[src/rtl/dbg_cmd_parser_if.sv]
// Debug command parser bundle: host byte link
// in/out plus the debug bus toward the core.
interface dbg_cmd_parser_if;
  logic [7:0]  rx_data_i;
  logic        rx_valid_i;
  logic        rx_ready_o;
  logic [7:0]  tx_data_o;
  logic        tx_valid_o;
  logic        tx_ready_i;
  logic [7:0]  dbg_cmd_o;
  logic [31:0] dbg_addr_o;
  logic [31:0] dbg_wdata_o;
  logic [31:0] dbg_rdata_i;
  logic        dbg_done_i;

  modport master (
    input  rx_data_i,
    input  rx_valid_i,
    output rx_ready_o,
    output tx_data_o,
    output tx_valid_o,
    input  tx_ready_i,
    output dbg_cmd_o,
    output dbg_addr_o,
    output dbg_wdata_o,
    input  dbg_rdata_i,
    input  dbg_done_i
  );

  modport slave (
    output rx_data_i,
    output rx_valid_i,
    input  rx_ready_o,
    input  tx_data_o,
    input  tx_valid_o,
    output tx_ready_i,
    input  dbg_cmd_o,
    input  dbg_addr_o,
    input  dbg_wdata_o,
    output dbg_rdata_i,
    output dbg_done_i
  );
endinterface

[src/rtl/dbg_cmd_parser.sv]
// Debug command parser: byte frames in, debug
// bus transaction, status/response bytes out.
module dbg_cmd_parser #(
  parameter int TIMEOUT_CYCLES = 1024
) (
  input  logic clk,
  input  logic rstn_i,
  dbg_cmd_parser_if.master bus
);

  localparam int TW = $clog2(TIMEOUT_CYCLES + 1);
  localparam logic [TW-1:0] TMO_MAX = TW'(TIMEOUT_CYCLES);

  localparam logic [2:0] S_IDLE = 3'd0;
  localparam logic [2:0] S_ADDR = 3'd1;
  localparam logic [2:0] S_DATA = 3'd2;
  localparam logic [2:0] S_EXEC = 3'd3;
  localparam logic [2:0] S_RESP = 3'd4;
  localparam logic [2:0] S_ERR  = 3'd5;

  logic [2:0]    state_q, state_d;
  logic [7:0]    cmd_q, cmd_d;
  logic [7:0]    dbg_cmd_q, dbg_cmd_d;
  logic [31:0]   addr_q, addr_d;
  logic [31:0]   wdata_q, wdata_d;
  logic [31:0]   rdata_q, rdata_d;
  logic [1:0]    bcnt_q, bcnt_d;
  logic [2:0]    rcnt_q, rcnt_d;
  logic [TW-1:0] tmo_q, tmo_d;
  logic [7:0]    tx_data_q, tx_data_d;
  logic          tx_valid_q, tx_valid_d;

  logic rx_ready;
  logic rx_fire;
  logic tx_fire;

  assign rx_ready = (state_q == S_IDLE) |
                    (state_q == S_ADDR) |
                    (state_q == S_DATA);
  assign rx_fire  = bus.rx_valid_i & rx_ready;
  assign tx_fire  = tx_valid_q & bus.tx_ready_i;

  assign bus.rx_ready_o  = rx_ready;
  assign bus.tx_data_o   = tx_data_q;
  assign bus.tx_valid_o  = tx_valid_q;
  assign bus.dbg_cmd_o   = dbg_cmd_q;
  assign bus.dbg_addr_o  = addr_q;
  assign bus.dbg_wdata_o = wdata_q;

  // Frame parse, bus execute and response sequencing
  always_comb begin
    state_d    = state_q;
    cmd_d      = cmd_q;
    dbg_cmd_d  = dbg_cmd_q;
    addr_d     = addr_q;
    wdata_d    = wdata_q;
    rdata_d    = rdata_q;
    bcnt_d     = bcnt_q;
    rcnt_d     = rcnt_q;
    tmo_d      = tmo_q;
    tx_data_d  = tx_data_q;
    tx_valid_d = tx_valid_q;
    case (state_q)
      S_IDLE: begin
        if (rx_fire) begin
          cmd_d = bus.rx_data_i;
          case (bus.rx_data_i)
            8'h01, 8'h02: begin
              state_d   = S_EXEC;
              dbg_cmd_d = bus.rx_data_i;
              tmo_d     = TW'(1);
            end
            8'h03, 8'h04: begin
              state_d = S_ADDR;
              bcnt_d  = 2'd0;
            end
            default: begin
              state_d    = S_ERR;
              tx_valid_d = 1'b1;
              tx_data_d  = 8'hEE;
            end
          endcase
        end
      end
      S_ADDR: begin
        if (rx_fire) begin
          addr_d[{bcnt_q, 3'b000} +: 8] = bus.rx_data_i;
          bcnt_d = bcnt_q + 2'd1;
          if (bcnt_q == 2'd3) begin
            if (cmd_q == 8'h03) begin
              state_d   = S_EXEC;
              dbg_cmd_d = cmd_q;
              tmo_d     = TW'(1);
            end else begin
              state_d = S_DATA;
            end
          end
        end
      end
      S_DATA: begin
        if (rx_fire) begin
          wdata_d[{bcnt_q, 3'b000} +: 8] = bus.rx_data_i;
          bcnt_d = bcnt_q + 2'd1;
          if (bcnt_q == 2'd3) begin
            state_d   = S_EXEC;
            dbg_cmd_d = cmd_q;
            tmo_d     = TW'(1);
          end
        end
      end
      S_EXEC: begin
        if (bus.dbg_done_i) begin
          if (cmd_q == 8'h03) rdata_d = bus.dbg_rdata_i;
          dbg_cmd_d  = 8'h00;
          tx_valid_d = 1'b1;
          tx_data_d  = 8'h5A;
          rcnt_d     = 3'd0;
          state_d    = S_RESP;
        end else if (tmo_q == TMO_MAX) begin
          dbg_cmd_d  = 8'h00;
          tx_valid_d = 1'b1;
          tx_data_d  = 8'hE1;
          state_d    = S_ERR;
        end else begin
          tmo_d = tmo_q + TW'(1);
        end
      end
      S_RESP: begin
        if (tx_fire) begin
          if (cmd_q == 8'h03 && rcnt_q != 3'd4) begin
            tx_data_d = rdata_q[{rcnt_q[1:0], 3'b000} +: 8];
            rcnt_d    = rcnt_q + 3'd1;
          end else begin
            tx_valid_d = 1'b0;
            state_d    = S_IDLE;
          end
        end
      end
      S_ERR: begin
        if (tx_fire) begin
          tx_valid_d = 1'b0;
          state_d    = S_IDLE;
        end
      end
      default: begin
        state_d    = S_IDLE;
        dbg_cmd_d  = 8'h00;
        tx_valid_d = 1'b0;
      end
    endcase
  end

  // State and datapath registers, async active-low reset
  always_ff @(posedge clk or negedge rstn_i) begin
    if (!rstn_i) begin
      state_q    <= S_IDLE;
      cmd_q      <= 8'h00;
      dbg_cmd_q  <= 8'h00;
      addr_q     <= 32'h0;
      wdata_q    <= 32'h0;
      rdata_q    <= 32'h0;
      bcnt_q     <= 2'd0;
      rcnt_q     <= 3'd0;
      tmo_q      <= '0;
      tx_data_q  <= 8'h00;
      tx_valid_q <= 1'b0;
    end else begin
      state_q    <= state_d;
      cmd_q      <= cmd_d;
      dbg_cmd_q  <= dbg_cmd_d;
      addr_q     <= addr_d;
      wdata_q    <= wdata_d;
      rdata_q    <= rdata_d;
      bcnt_q     <= bcnt_d;
      rcnt_q     <= rcnt_d;
      tmo_q      <= tmo_d;
      tx_data_q  <= tx_data_d;
      tx_valid_q <= tx_valid_d;
    end
  end

endmodule
[src/flat_wrapper.sv]
// flat-port wrapper written by rule: the top's interface ports become plain ports
module dbg_cmd_parser_flat 
#(
  parameter int TIMEOUT_CYCLES = 1024
)
  (clk, rstn_i, bus_rx_data_i, bus_rx_valid_i, bus_rx_ready_o, bus_tx_data_o, bus_tx_valid_o, bus_tx_ready_i, bus_dbg_cmd_o, bus_dbg_addr_o, bus_dbg_wdata_o, bus_dbg_rdata_i, bus_dbg_done_i);
  dbg_cmd_parser_if bus_i ();
  input  logic clk;
  input  logic rstn_i;
  input wire logic [$bits(bus_i.rx_data_i)-1:0] bus_rx_data_i;
  input wire logic [$bits(bus_i.rx_valid_i)-1:0] bus_rx_valid_i;
  output wire logic [$bits(bus_i.rx_ready_o)-1:0] bus_rx_ready_o;
  output wire logic [$bits(bus_i.tx_data_o)-1:0] bus_tx_data_o;
  output wire logic [$bits(bus_i.tx_valid_o)-1:0] bus_tx_valid_o;
  input wire logic [$bits(bus_i.tx_ready_i)-1:0] bus_tx_ready_i;
  output wire logic [$bits(bus_i.dbg_cmd_o)-1:0] bus_dbg_cmd_o;
  output wire logic [$bits(bus_i.dbg_addr_o)-1:0] bus_dbg_addr_o;
  output wire logic [$bits(bus_i.dbg_wdata_o)-1:0] bus_dbg_wdata_o;
  input wire logic [$bits(bus_i.dbg_rdata_i)-1:0] bus_dbg_rdata_i;
  input wire logic [$bits(bus_i.dbg_done_i)-1:0] bus_dbg_done_i;
  assign bus_i.rx_data_i = bus_rx_data_i;
  assign bus_i.rx_valid_i = bus_rx_valid_i;
  assign bus_rx_ready_o = bus_i.rx_ready_o;
  assign bus_tx_data_o = bus_i.tx_data_o;
  assign bus_tx_valid_o = bus_i.tx_valid_o;
  assign bus_i.tx_ready_i = bus_tx_ready_i;
  assign bus_dbg_cmd_o = bus_i.dbg_cmd_o;
  assign bus_dbg_addr_o = bus_i.dbg_addr_o;
  assign bus_dbg_wdata_o = bus_i.dbg_wdata_o;
  assign bus_i.dbg_rdata_i = bus_dbg_rdata_i;
  assign bus_i.dbg_done_i = bus_dbg_done_i;
  dbg_cmd_parser #(.TIMEOUT_CYCLES(TIMEOUT_CYCLES)) u_core (.clk(clk), .rstn_i(rstn_i), .bus(bus_i));
endmodule
[config.mk]
export PLATFORM = sky130hd
export DESIGN_NAME = dbg_cmd_parser_flat
export DESIGN_NICKNAME = d
export VERILOG_FILES = /design/src/rtl/dbg_cmd_parser_if.sv /design/src/rtl/dbg_cmd_parser.sv /design/src/flat_wrapper.sv
export SDC_FILE = /design/constraint.sdc
export NUM_CORES = 1
export LEC_CHECK = 0
export ABC_AREA = 1
export BUFFER_PORTS_ARGS = -buffer_cell sky130_fd_sc_hd__buf_2
export CAP_MARGIN = 0
export CELL_PAD_IN_SITES_DETAIL_PLACEMENT = 1
export CELL_PAD_IN_SITES_GLOBAL_PLACEMENT = 1
export CORE_UTILIZATION = 42
export CTS_CLUSTER_SIZE = 28
export DETAILED_ROUTE_END_ITERATION = 16
export PLACE_DENSITY_LB_ADDON = 0.3
export RECOVER_POWER = 25
export SETUP_SLACK_MARGIN = 0.05
export SYNTH_ARGS = -nofsm -noshare
export SYNTH_HDL_FRONTEND = slang
export SYNTH_SLANG_ARGS = --single-unit
[constraint.sdc]
create_clock -name clk -period 2.1 [get_ports clk]
set_input_delay 0.42 -clock clk [delete_from_list [all_inputs] [get_ports clk]]
set_output_delay 0.42 -clock clk [all_outputs]
set_load 0.02 [all_outputs]
==> results.md <==
* Number of primary I/O pins at ~130
* Critical path endpoint category: register
* Largest net degree at the start of global routing at 65
* Vias after detailed routing at 5,539
* Hold Vio Cnt, Final at 0
* ANT nets after route at 0
* Post-layout util at 0.534
* Max Cap Viol at 0
* Routed wire per std cell at 16.7 um
* Area Overhead vs Synth at 23.2%
* Synthesized cell area at ~6600 um2
* Final number of max-transition violations at 0
* TritonCTS clock tree: built
* Placement row count at 45
* Result of the run: finished clean
* Setup violation total in the final timing report at 0
* Most common cell after layout, fill and taps aside: nand2_1
* Post-Synthesis Net Count at slightly below 800
* Placed cell count at 1,072
* Highest fanout seen on the critical path at 8
* Proportion of register bits with asynchronous set or reset after synthesis at 1.00
* Max H-tree Level at 4
* Net switching share of the total power at 0.235
* Switching power of the nets at around 1.3 mW
* Cell types occupying the most area after synthesis: dfrtp_1 (53%), nand2_1 (12%), mux2_2 (11%), o21ai_0 (4.5%), nand3_1 (4.1%)
* Count of inserted antenna diode cells at 0
* Unrepaired setup endpoints after global routing: false
* PwrDens at slightly below 700 nW/um2
* Largest stage delay, worst path at approximately 0.45 ns
* Number of remaining DRC errors at 0
* Proportion of netlist area held by the largest area contributor at 0.528
* WP data required at about 2.5 ns
* Sequential element share of the synthesized area at 0.528
* Number of global-route vias before repair at between 6,000 and 7,000
* Tightest Hold Check Type: in2reg
* Worst Setup Start Kind: register
* Worst voltage drop across the vdd grid at 0.635 mV
* Synth Instances at 734
* Internal power of the cells at around 4.3 mW
* Placeable core region at 15,300 um2
* Top_reg_cell synth: dfrtp_1
* Top library cells by usage in the layout, fill and taps aside: nand2_1 (203), dfrtp_1 (140), buf_2 (126)
* Gr ovfl total at 0
* Static power due to leakage at roughly 4.5 nW
* Hold path cells at 3
* Starting density of the core at 0.433
* Worst Clk Skew at ~0.0089 ns
* FF-to-FF path depth at 7
* Overall fraction of global-route tracks in use at 0.246
* Global placer's final weighted congestion at ~0.85
* TritonCTS Buffers at 17
* Number of iterations in the first detailed-routing pass at 4
* Initial antenna violation count at 0
* Fmax at approximately 520 MHz
* Kind of critical path: reg2reg
* Relative contribution of combinational cells to total power at 0.032
* Warnings from Yosys at 0
* Cells along the critical path: inv_1 -> ha_2 -> clkinvlp_4 -> nor2_2 -> nand2_2 -> nor2_1 -> mux2_2
* Slowest-stage cell, CP: ha_2
* Library cell occupying the most area in the post-synthesis netlist: dfrtp_1
* Number of DRC violations after detailed-routing iteration 0 at about 260
* First-pass GRT wire length at roughly 31 mm
* Hold-critical path endpoint: u_core.rdata_q[11]
* Netlist cell types at 29
* Transition time of the tightest slew-check pin at approximately 1.3 ns
* DIE WIDTH at about 130 um
* Worst flop-to-flop path endpoint: u_core.bus.dbg_addr_o[22]
* Clock period minus final worst setup slack at just under 2 ns
* Insertion delay of the later-clocked pin in the worst-skew pair at 0.42 ns
* Startpoint of the lowest-slack register-to-register path: u_core.bcnt_q[0]
* Half-perimeter wire length after placement at 13.4 mm
* CTS root buffer: clkbuf_16
* Reg2reg setup slack at ~0.17 ns
* Portion of total power attributed to sequential cells at 0.482
* Net count, final at about 940
* Area of the die at approximately 16,000 um2
* Register bit total from synthesis at 140
* Count of flip-flops with a built-in enable after synthesis at 0
* Clock share of power at 0.486
* Worst rel slew slack at 0.128
* Number of buffers on the longest clock path at 2
* Routed wire length at ~19 mm
* Post-CTS setup buffer count at 0
* Tightest hold margin at around 0.24 ns
* Clk sinks at 140
* Accumulated negative setup slack at 0 ns
* Number of inserted filler cells in the final layout at roughly 1,900
* Via/cell ratio at between 5 and 6
* Number of non-filler instances in the completed layout at 1,105
* Clock-pin slew on the worst setup and hold paths at roughly 0.06 ns
* IO buf count at 126
* Share of the clock period used by the worst path after layout at 0.919
* Startpoint of the lowest-slack hold path: bus_dbg_rdata_i[11]
* Tot Pwr at around 5.6 mW
* Avg Inst Size Synth at about 9 um2
* Share of layout cells above drive strength 1 at 0.305
* Signal arrival time at the worst endpoint at 2.29 ns
* Overall die height at ~130 um
## metal layers
metal,up-vias,track usage,share of wire
li1,2657,-,-
met1,2764,0.312,0.45
met2,99,0.427,0.51
met3,19,0.0501,0.027
met4,0,0.0706,0.016
met5,-,0,0
## critical path, delay by kind of cell, from the launching register on
kind / cells / cell delay (ns)
and+or+nand+nor: 3 / 0.54
DFF: 1 / 0.35
adders and majority gates: 1 / 0.45
buffers and inverters: 2 / 0.33
muxes: 1 / 0.19
## state kept, by name, summed over array words and instances (netlist names)
name,flops
u_core.rdata_q,32
u_core.bus.dbg_addr_o,32
u_core.rcnt_q,3
u_core.bus.dbg_wdata_o,32
u_core.bus.tx_data_o,8
u_core.tmo_q,11
u_core.bcnt_q,2
u_core.bus.dbg_cmd_o,8
u_core.bus.tx_valid_o,1
u_core.cmd_q,8
u_core.state_q,3
## cell type report
| cell class | count | area (um2) | area share |
|---|---|---|---|
| multi-input combinational | 503 | 2810 | 0.343 |
| tap | 211 | 264 | 0.0323 |
| inverter | 76 | 289 | 0.0354 |
| sequential | 140 | 3500 | 0.429 |
| clock buffer | 19 | 443 | 0.0542 |
| timing repair buffer | 143 | 777 | 0.0951 |
| clock inverter | 13 | 92.6 | 0.0113 |
## worst max path at each step
stage | start | endpoint | slack (ns) | cells past startpoint
2_1_floorplan | u_core.rcnt_q[0] | u_core.bus.tx_data_o[0] | 0.24 | 10
3_3_place_gp | bus_rx_data_i[5] | u_core.tmo_q[10] | 0.19 | 11
3_5_place_dp | u_core.bcnt_q[0] | u_core.bus.dbg_addr_o[17] | 0.10 | 7
4_1_cts | u_core.bcnt_q[0] | u_core.bus.dbg_addr_o[17] | 0.06 | 7
5_1_grt | u_core.state_q[1] | u_core.bus.tx_data_o[4] | 0.05 | 9
6_report | u_core.bcnt_q[0] | u_core.bus.dbg_addr_o[22] | 0.17 | 7
## timing repair
action | CTS | global route
endpoints found under the setup margin | 0 | 34
gates resized for setup | 0 | 7
hold buffers | 1 | 0
endpoints found under the hold margin | 50 | 0
## logic make-up after synthesis
kind of cell               Yosys count  share of synthesized area
AOI/OAI and AO/OA                   64                     0.0496
DFF                                140                      0.528
xor gates and xnor gates             4                    0.00528
and+or+nand+nor                    362                      0.239
buffers and inverters               91                     0.0524
muxes                               64                      0.109
adders and majority gates            9                     0.0170
## power by group through the flow
stage,Combinational [mW],Clock [mW],Sequential (mW)
after global routing,0.207,2.90,2.71
after detailed placement,0.185,0,2.76
after floorplan,0.0331,0,2.76
after CTS,0.189,2.79,2.71
final,0.182,2.73,2.71
after global placement,0.177,0,2.76
## metrics by stage
step	instance area [um2]	setup WS (ns)
after floorplan	6630	0.238
after global placement	7620	0.192
after detailed placement	7620	0.101
after CTS	8170	0.0558
after global routing	8170	0.0537
final	8170	0.169
## Yosys cell counts, drive strengths merged (9+ instances only)
cell type	number
nor3	11
dfrtp	140
clkbuf	12
nand4	11
nand2	211
nor2	70
mux2	64
inv	75
nand3	56
ha	9
o21ai	59
(Power assumes the default switching activity.)
